$ cat src/rtl/tuner_seq_ctrl_if.sv
// Search/lock handshake bundle between tuner_seq_ctrl and one tuner_phy.
// The master side is the sequencer, the slave side is the phy.
interface tuner_seq_ctrl_if #(
   parameter int DAC_WIDTH  = 8,
   parameter int ADC_WIDTH  = 8,
   parameter int NUM_TARGET = 8
);
   logic o_search_trig_val;
   logic i_search_trig_rdy;
   logic i_search_done_val;
   logic o_search_done_rdy;
   logic [NUM_TARGET-1:0][DAC_WIDTH-1:0] i_peak_tune_codes;
   logic [NUM_TARGET-1:0][ADC_WIDTH-1:0] i_peak_pwr_codes;
   logic [$clog2(NUM_TARGET):0] i_num_peaks;
   logic o_lock_trig_val;
   logic i_lock_trig_rdy;
   logic i_lock_intr_val;
   logic o_lock_intr_rdy;
   logic o_lock_resume_val;
   logic i_lock_resume_rdy;

   modport master (
      output o_search_trig_val,
      input  i_search_trig_rdy,
      input  i_search_done_val,
      output o_search_done_rdy,
      input  i_peak_tune_codes,
      input  i_peak_pwr_codes,
      input  i_num_peaks,
      output o_lock_trig_val,
      input  i_lock_trig_rdy,
      input  i_lock_intr_val,
      output o_lock_intr_rdy,
      output o_lock_resume_val,
      input  i_lock_resume_rdy
   );

   modport slave (
      input  o_search_trig_val,
      output i_search_trig_rdy,
      output i_search_done_val,
      input  o_search_done_rdy,
      output i_peak_tune_codes,
      output i_peak_pwr_codes,
      output i_num_peaks,
      input  o_lock_trig_val,
      output i_lock_trig_rdy,
      output i_lock_intr_val,
      input  o_lock_intr_rdy,
      input  o_lock_resume_val,
      output i_lock_resume_rdy
   );
endinterface

$ cat src/rtl/tuner_seq_ctrl.sv
// Search / select / lock sequencer for a single tuner_phy.
// Handshake outputs are pure decodes of the state register.
module tuner_seq_ctrl #(
   parameter int DAC_WIDTH  = 8,
   parameter int ADC_WIDTH  = 8,
   parameter int NUM_TARGET = 8,
   parameter int TMO_WIDTH  = 16
) (
   input  logic                          i_clk,
   input  logic                          i_rst_n,
   input  logic                          i_en,
   input  logic [$clog2(NUM_TARGET)-1:0] i_cfg_target_idx,
   input  logic [3:0]                    i_cfg_max_relock,
   input  logic [TMO_WIDTH-1:0]          i_cfg_search_tmo,
   tuner_seq_ctrl_if.master              bus,
   output logic [DAC_WIDTH-1:0]          o_cfg_ring_tune_peak,
   output logic [ADC_WIDTH-1:0]          o_cfg_pwr_peak,
   output logic [2:0]                    o_state,
   output logic                          o_locked,
   output logic [1:0]                    o_err,
   output logic [3:0]                    o_relock_cnt,
   output logic [7:0]                    o_search_cnt
);

   typedef enum logic [2:0] {
      IDLE    = 3'd0,
      S_TRIG  = 3'd1,
      S_WAIT  = 3'd2,
      SELECT  = 3'd3,
      L_TRIG  = 3'd4,
      LOCKED  = 3'd5,
      RESUME  = 3'd6,
      ERR     = 3'd7
   } state_t;

   state_t state, state_d;
   logic [1:0] err_q, err_d;
   logic [3:0] relock_q;
   logic [7:0] search_q;
   logic [TMO_WIDTH-1:0] wdog_q, wdog_inc;
   logic [DAC_WIDTH-1:0] cap_tune, tune_q;
   logic [ADC_WIDTH-1:0] cap_pwr, pwr_q;
   logic [$clog2(NUM_TARGET):0] cap_num;
   logic trig_xfer, done_xfer, lock_xfer, intr_xfer, res_xfer;

   assign bus.o_search_trig_val = (state == S_TRIG);
   assign bus.o_search_done_rdy = (state == S_WAIT);
   assign bus.o_lock_trig_val   = (state == L_TRIG);
   assign bus.o_lock_intr_rdy   = (state == LOCKED);
   assign bus.o_lock_resume_val = (state == RESUME);

   assign trig_xfer = bus.o_search_trig_val & bus.i_search_trig_rdy;
   assign done_xfer = bus.o_search_done_rdy & bus.i_search_done_val;
   assign lock_xfer = bus.o_lock_trig_val & bus.i_lock_trig_rdy;
   assign intr_xfer = bus.o_lock_intr_rdy & bus.i_lock_intr_val;
   assign res_xfer  = bus.o_lock_resume_val & bus.i_lock_resume_rdy;
   assign wdog_inc  = wdog_q + TMO_WIDTH'(1);

   always_ff @(posedge i_clk) begin
      if (!i_rst_n) state <= IDLE;
      else          state <= state_d;
   end

   always_comb begin
      state_d = state;
      err_d   = err_q;
      unique case (state)
         IDLE:   if (i_en) state_d = S_TRIG;
         S_TRIG: if (trig_xfer) state_d = S_WAIT;
         S_WAIT: begin
            if (done_xfer) begin
               state_d = SELECT;
            end else if (i_cfg_search_tmo != '0 &&
                         wdog_inc >= i_cfg_search_tmo) begin
               state_d = ERR;
               err_d   = 2'd3;
            end
         end
         SELECT: begin
            if (cap_num == '0) begin
               state_d = ERR;
               err_d   = 2'd1;
            end else if ({1'b0, i_cfg_target_idx} >= cap_num) begin
               state_d = ERR;
               err_d   = 2'd2;
            end else begin
               state_d = L_TRIG;
            end
         end
         L_TRIG: if (lock_xfer) state_d = LOCKED;
         LOCKED: begin
            if (intr_xfer) begin
               if (relock_q < i_cfg_max_relock) state_d = RESUME;
               else                             state_d = S_TRIG;
            end
         end
         RESUME: if (res_xfer) state_d = LOCKED;
         ERR: begin
            if (!i_en) begin
               state_d = IDLE;
               err_d   = 2'd0;
            end
         end
         default: state_d = IDLE;
      endcase
   end

   always_ff @(posedge i_clk) begin
      if (!i_rst_n) begin
         err_q    <= '0;
         relock_q <= '0;
         search_q <= '0;
         wdog_q   <= '0;
         cap_tune <= '0;
         cap_pwr  <= '0;
         cap_num  <= '0;
         tune_q   <= '0;
         pwr_q    <= '0;
      end else begin
         err_q <= err_d;
         if (state_d == S_TRIG && state != S_TRIG)
            relock_q <= '0;
         else if (state == LOCKED && state_d == RESUME)
            relock_q <= relock_q + 4'd1;
         if (trig_xfer && search_q != 8'hff)
            search_q <= search_q + 8'd1;
         if (trig_xfer)
            wdog_q <= '0;
         else if (state == S_WAIT)
            wdog_q <= wdog_inc;
         if (done_xfer) begin
            cap_tune <= bus.i_peak_tune_codes[i_cfg_target_idx];
            cap_pwr  <= bus.i_peak_pwr_codes[i_cfg_target_idx];
            cap_num  <= bus.i_num_peaks;
         end
         // cfg only moves on a fresh select; resumes keep the old peak
         if (state == SELECT && state_d == L_TRIG) begin
            tune_q <= cap_tune;
            pwr_q  <= cap_pwr;
         end
      end
   end

   assign o_state              = state;
   assign o_locked             = (state == LOCKED);
   assign o_err                = err_q;
   assign o_relock_cnt         = relock_q;
   assign o_search_cnt         = search_q;
   assign o_cfg_ring_tune_peak = tune_q;
   assign o_cfg_pwr_peak       = pwr_q;

endmodule

$ cat src/flat_wrapper.sv
// flat-port wrapper written by rule: the top's interface ports become plain ports
module tuner_seq_ctrl_flat 
#(
   parameter int DAC_WIDTH  = 8,
   parameter int ADC_WIDTH  = 8,
   parameter int NUM_TARGET = 8,
   parameter int TMO_WIDTH  = 16
)
  (i_clk, i_rst_n, i_en, i_cfg_target_idx, i_cfg_max_relock, i_cfg_search_tmo, o_cfg_ring_tune_peak, o_cfg_pwr_peak, o_state, o_locked, o_err, o_relock_cnt, o_search_cnt, bus_o_search_trig_val, bus_i_search_trig_rdy, bus_i_search_done_val, bus_o_search_done_rdy, bus_i_peak_tune_codes, bus_i_peak_pwr_codes, bus_i_num_peaks, bus_o_lock_trig_val, bus_i_lock_trig_rdy, bus_i_lock_intr_val, bus_o_lock_intr_rdy, bus_o_lock_resume_val, bus_i_lock_resume_rdy);
  tuner_seq_ctrl_if #(.DAC_WIDTH(DAC_WIDTH), .ADC_WIDTH(ADC_WIDTH), .NUM_TARGET(NUM_TARGET)) bus_i ();
  input  logic i_clk;
  input  logic i_rst_n;
  input  logic i_en;
  input  logic [$clog2(NUM_TARGET)-1:0] i_cfg_target_idx;
  input  logic [3:0] i_cfg_max_relock;
  input  logic [TMO_WIDTH-1:0] i_cfg_search_tmo;
  output logic [DAC_WIDTH-1:0] o_cfg_ring_tune_peak;
  output logic [ADC_WIDTH-1:0] o_cfg_pwr_peak;
  output logic [2:0] o_state;
  output logic o_locked;
  output logic [1:0] o_err;
  output logic [3:0] o_relock_cnt;
  output logic [7:0] o_search_cnt;
  output wire logic [$bits(bus_i.o_search_trig_val)-1:0] bus_o_search_trig_val;
  input wire logic [$bits(bus_i.i_search_trig_rdy)-1:0] bus_i_search_trig_rdy;
  input wire logic [$bits(bus_i.i_search_done_val)-1:0] bus_i_search_done_val;
  output wire logic [$bits(bus_i.o_search_done_rdy)-1:0] bus_o_search_done_rdy;
  input wire logic [$bits(bus_i.i_peak_tune_codes)-1:0] bus_i_peak_tune_codes;
  input wire logic [$bits(bus_i.i_peak_pwr_codes)-1:0] bus_i_peak_pwr_codes;
  input wire logic [$bits(bus_i.i_num_peaks)-1:0] bus_i_num_peaks;
  output wire logic [$bits(bus_i.o_lock_trig_val)-1:0] bus_o_lock_trig_val;
  input wire logic [$bits(bus_i.i_lock_trig_rdy)-1:0] bus_i_lock_trig_rdy;
  input wire logic [$bits(bus_i.i_lock_intr_val)-1:0] bus_i_lock_intr_val;
  output wire logic [$bits(bus_i.o_lock_intr_rdy)-1:0] bus_o_lock_intr_rdy;
  output wire logic [$bits(bus_i.o_lock_resume_val)-1:0] bus_o_lock_resume_val;
  input wire logic [$bits(bus_i.i_lock_resume_rdy)-1:0] bus_i_lock_resume_rdy;
  assign bus_o_search_trig_val = bus_i.o_search_trig_val;
  assign bus_i.i_search_trig_rdy = bus_i_search_trig_rdy;
  assign bus_i.i_search_done_val = bus_i_search_done_val;
  assign bus_o_search_done_rdy = bus_i.o_search_done_rdy;
  assign bus_i.i_peak_tune_codes = bus_i_peak_tune_codes;
  assign bus_i.i_peak_pwr_codes = bus_i_peak_pwr_codes;
  assign bus_i.i_num_peaks = bus_i_num_peaks;
  assign bus_o_lock_trig_val = bus_i.o_lock_trig_val;
  assign bus_i.i_lock_trig_rdy = bus_i_lock_trig_rdy;
  assign bus_i.i_lock_intr_val = bus_i_lock_intr_val;
  assign bus_o_lock_intr_rdy = bus_i.o_lock_intr_rdy;
  assign bus_o_lock_resume_val = bus_i.o_lock_resume_val;
  assign bus_i.i_lock_resume_rdy = bus_i_lock_resume_rdy;
  tuner_seq_ctrl #(.DAC_WIDTH(DAC_WIDTH), .ADC_WIDTH(ADC_WIDTH), .NUM_TARGET(NUM_TARGET), .TMO_WIDTH(TMO_WIDTH)) u_core (.i_clk(i_clk), .i_rst_n(i_rst_n), .i_en(i_en), .i_cfg_target_idx(i_cfg_target_idx), .i_cfg_max_relock(i_cfg_max_relock), .i_cfg_search_tmo(i_cfg_search_tmo), .bus(bus_i), .o_cfg_ring_tune_peak(o_cfg_ring_tune_peak), .o_cfg_pwr_peak(o_cfg_pwr_peak), .o_state(o_state), .o_locked(o_locked), .o_err(o_err), .o_relock_cnt(o_relock_cnt), .o_search_cnt(o_search_cnt));
endmodule
$ cat config.mk
export PLATFORM = sky130hd
export DESIGN_NAME = tuner_seq_ctrl_flat
export DESIGN_NICKNAME = d
export VERILOG_FILES = /design/src/rtl/tuner_seq_ctrl_if.sv /design/src/rtl/tuner_seq_ctrl.sv /design/src/flat_wrapper.sv
export SDC_FILE = /design/constraint.sdc
export NUM_CORES = 1
export LEC_CHECK = 0
export CAP_MARGIN = 30
export CORE_MARGIN = 4
export CORE_UTILIZATION = 39
export CTS_CLUSTER_DIAMETER = 80
export DETAILED_ROUTE_END_ITERATION = 12
export HOLD_SLACK_MARGIN = 0.02
export PLACE_DENSITY = 0.75
export SLEW_MARGIN = 20
export SYNTH_ARGS = -nofsm -noshare
export SYNTH_HDL_FRONTEND = slang
export SYNTH_SLANG_ARGS = --single-unit
$ cat constraint.sdc
create_clock -name i_clk -period 3.75 [get_ports i_clk]
set_clock_uncertainty 0.2 [all_clocks]
set_input_delay 0.9375 -clock i_clk [delete_from_list [all_inputs] [get_ports i_clk]]
set_output_delay 0.9375 -clock i_clk [all_outputs]
set_load 0.03 [all_outputs]
==> summary.md <==
| Metric | Value |
|---|---|
| Run status | finished clean |
| Max-capacitance violation count | 0 |
| Crit path DAT | roughly 3.6 ns |
| Final weighted congestion of routability-driven global placement | approximately 0.82 |
| Std cell rows | 39 |
| Total routing usage reported by global routing | 0.205 |
| CTS Hold Bufs | 0 |
| Commonest non-fill, non-tap cells in the layout | 200 x clkdlybuf4s50_1, 65 x dfxtp_1, 59 x nand2_1, 34 x mux2i_1, 32 x mux4_2 |
| Post-synthesis xor/xnor area fraction | 0.0563 |
| Hold Path End | u_core.cap_num[1]$_SDFFE_PN0P_ |
| Final-stage net count | between 800 and 900 |
| Max-slew headroom | 0.546 |
| Compound-cell area share of the yosys netlist | 0.111 |
| Final critical delay including setup and external delays | around 3.5 ns |
| Required time of the worst setup path | between 3 and 4 ns |
| Aggregate negative setup slack | 0 ns |
| Register area share after synthesis | 0.296 |
| Clock tree from TritonCTS | done |
| Port buffer count | ~200 |
| Number of flops mapped to enable cells by yosys | 0 |
| Maximum clock frequency | 284 MHz |
| Height of the die | 117 µm |
| Slew at the pin closest to its max-slew limit | ~0.68 ns |
| Largest net degree at the start of global routing | 37 |
| Core Util, Final | 0.628 |
| Area share of the largest cell type after synthesis | 0.296 |
| DR WL/cell | 17.0 µm |
| Clock sink count | between 60 and 70 |
| Maximum fanout along the worst path | 4 |
| Most common library cell in the layout ignoring fill and taps | clkdlybuf4s50_1 |
| Static leakage | 2.96 nW |
| Post-synthesis instance area | between 0.004 and 0.005 mm² |
| Post-route setup slack | about 0.23 ns |
| Clock-pin transition on the worst setup and hold timing paths | approximately 0.06 ns |
| Dpl ws | between 0.04 and 0.05 ns |
| Worst reg-to-reg path cell count | 13 |
| Worst r2r dst | u_core.o_err[1]$_SDFFE_PN0P_ |
| Synth cell types | 52 |
| Unrepaired setup endpoints after global routing | no |
| Area of the die | approximately 0.014 mm² |
| Source-to-sink clock delay at the later pin of the worst-skew pair | between 0.3 and 0.4 ns |
| Syn_nets | just under 700 |
| I/O pins | 202 |
| Routed vias | 4489 |
| Number of buffers created by CTS | 9 |
| WHS Path Cells | 2 |
| Combinational family with the most area after synthesis | multiplexers |
| Core Area | around 0.012 mm² |
| Gate Count Post-Synth | between 400 and 500 |
| Global-route wire length before repair | ~23000 µm |
| Congestion Overflow GR | 0 |
| Hold path startpoint | u_core.cap_num[1]$_SDFFE_PN0P_ |
| Number of nets still failing antenna checks after routing | 0 |
| Antenna violations before repair | 0 |
| Worst ir drop on vdd | about 0.16 mV |
| Die width | between 100 and 150 µm |
| Starting DRC count in detailed routing | approximately 210 |
| Simple-gate share of the synthesized area | 0.190 |
| Share of synthesized registers carrying an async set or reset | 0 |
| Startpoint type of the worst setup path | register |
| Portion of netlist area occupied by mux cells | 0.230 |
| HPWL after DPL | around 12000 µm |
| Number of global-route vias before repair | 4719 |
| Top cell type by total area after synthesis | dfxtp_1 |
| Number of antenna diodes | 0 |
| Synth Warn # | 0 |
| PwrDens | 371 mW/mm² |
| Final period util | 0.939 |
| Number of max-slew violations in the final report | 0 |
| CTS H-tree lvls | 3 |
| Adder-Cell Fraction of Synth Area | 0.0671 |
| Crit Path Category | register to register |
| Area Growth Syn to Fin | 55.6% |
| Avg Vias per Cell | about 5.3 |
| Buffer depth of the longest clock path | 2 |
| Top area cells in the synthesized netlist | dfxtp_1 30%, mux4_2 15%, mux2i_1 7.3% |
| Hold Vio Cnt, Final | 0 |
| Fraction of final layout cells sized beyond drive strength 1 | 0.124 |
| Detailed-route wire length | about 14000 µm |
| Dominant register cell in the synthesized netlist | dfxtp_1 |
| Worst hold path class | register to register |
| Kind of end point of the critical path | register |
| Reg-to-reg setup timing slack | 0.23 ns |
| Flop and latch count out of synthesis | 69 |
| CTS Root Buffer Type | clkbuf_16 |
| Reg2reg start | u_core.wdog_q[1]$_SDFFE_PP0P_ |
| Post-route DRC | 0 |
| Fill cell count | a little under 1k |
| Mean cell area of the mapped netlist | roughly 9.4 µm² |
| Finish-stage setup viols | 0 |
| Initial standard-cell utilization of the core | 0.403 |
| Number of optimization iterations in the first detailed-route pass | 5 |
-- where the power goes --
group	total, mW	switching (mW)	internal (mW)
Sequential	0.848	0.0546	0.794
Combinational	0.879	0.421	0.458
Clock	0.962	0.313	0.649
Total	2.69	0.789	1.90
-- area by class of cell --
class | count | area (µm²) | share of cell area
sequential | 69 | 1390 | 0.191
clock buffer | 10 | 229 | 0.0315
clock inverter | 6 | 111 | 0.0153
inverter | 26 | 97.6 | 0.0134
multi-input combinational | 371 | 3080 | 0.424
tap | 143 | 179 | 0.0247
timing repair buffer | 222 | 2180 | 0.300
-- cell usage after synthesis (17+ instances only) --
master,number
dfxtp_1,69
nand2_1,59
mux2i_1,34
mux4_2,32
nor2_1,26
ha_1,25
inv_1,24
nor2b_1,23
a21oi_1,20
clkbuf_1,20
o21ai_0,18
xnor2_1,18
o211a_1,17
-- metrics by stage --
step	area (µm²)	cells	total power, mW	hold WS (ns)
6_report	7260	847	2.69	0.291
5_1_grt	7260	847	2.82	0.314
4_1_cts	7220	845	2.70	0.293
3_5_place_dp	6870	829	1.72	0.264
3_3_place_gp	6870	829	1.71	0.258
2_1_floorplan	4660	496	1.34	0.252
-- worst max-delay path, stage by stage, from the launching register on --
cell      delay (ns)
dfxtp_1         0.36
nand3_2         0.10
or4_4           0.57
or2_1           0.28
buf_4           0.17
xnor2_1         0.12
ha_1            0.32
nand4_1         0.13
nor4_1          0.27
o31ai_1         0.11
o211ai_1        0.23
nor4b_4         0.29
o21ai_0         0.13
a21oi_1         0.18
-- per-layer routing --
layer / up-vias / GRT usage / part of all wire
met4: 0 / 0.0528 / 0.012
met5: - / 0 / 0
met3: 17 / 0.0563 / 0.065
met1: 2104 / 0.229 / 0.40
met2: 175 / 0.383 / 0.53
li1: 2193 / - / -
-- worst max-delay path by stage --
stage	from	to	depth (start not counted)
finish	u_core.wdog_q[1]$_SDFFE_PP0P_	u_core.o_err[1]$_SDFFE_PN0P_	13
global route	u_core.wdog_q[1]$_SDFFE_PP0P_	u_core.o_err[1]$_SDFFE_PN0P_	14
CTS	u_core.wdog_q[0]$_SDFFE_PP0P_	u_core.o_relock_cnt[3]$_SDFFE_PP0P_	15
detailed placement	u_core.wdog_q[0]$_SDFFE_PP0P_	u_core.o_err[1]$_SDFFE_PN0P_	14
global placement	u_core.wdog_q[0]$_SDFFE_PP0P_	u_core.o_err[1]$_SDFFE_PN0P_	14
floorplan	u_core.wdog_q[2]$_SDFFE_PP0P_	u_core.o_relock_cnt[3]$_SDFFE_PP0P_	15
-- cell families after synthesis --
family | count (synthesis)
compound gates | 76
fa+ha+maj | 25
buf+inv | 56
flops | 69
mux | 67
xor+xnor | 30
simple gates | 173
-- what timing repair did --
action	4_1_cts	5_1_grt
endpoints found under the setup margin	2	6
hold endpoints to repair	0	0
setup buffers	0	2
resized for setup	2	7
pin swaps	0	4
-- sequential cells by signal (all words and copies together) (netlist names), 3 cells and up --
register                     count
u_core.cap_num                   4
u_core.cap_tune                  8
u_core.o_search_cnt              8
u_core.o_cfg_pwr_peak            8
u_core.o_relock_cnt              4
u_core.cap_pwr                   8
u_core.o_state                   3
u_core.wdog_q                   16
u_core.o_cfg_ring_tune_peak      8
Power figures use the tool's default switching activity.
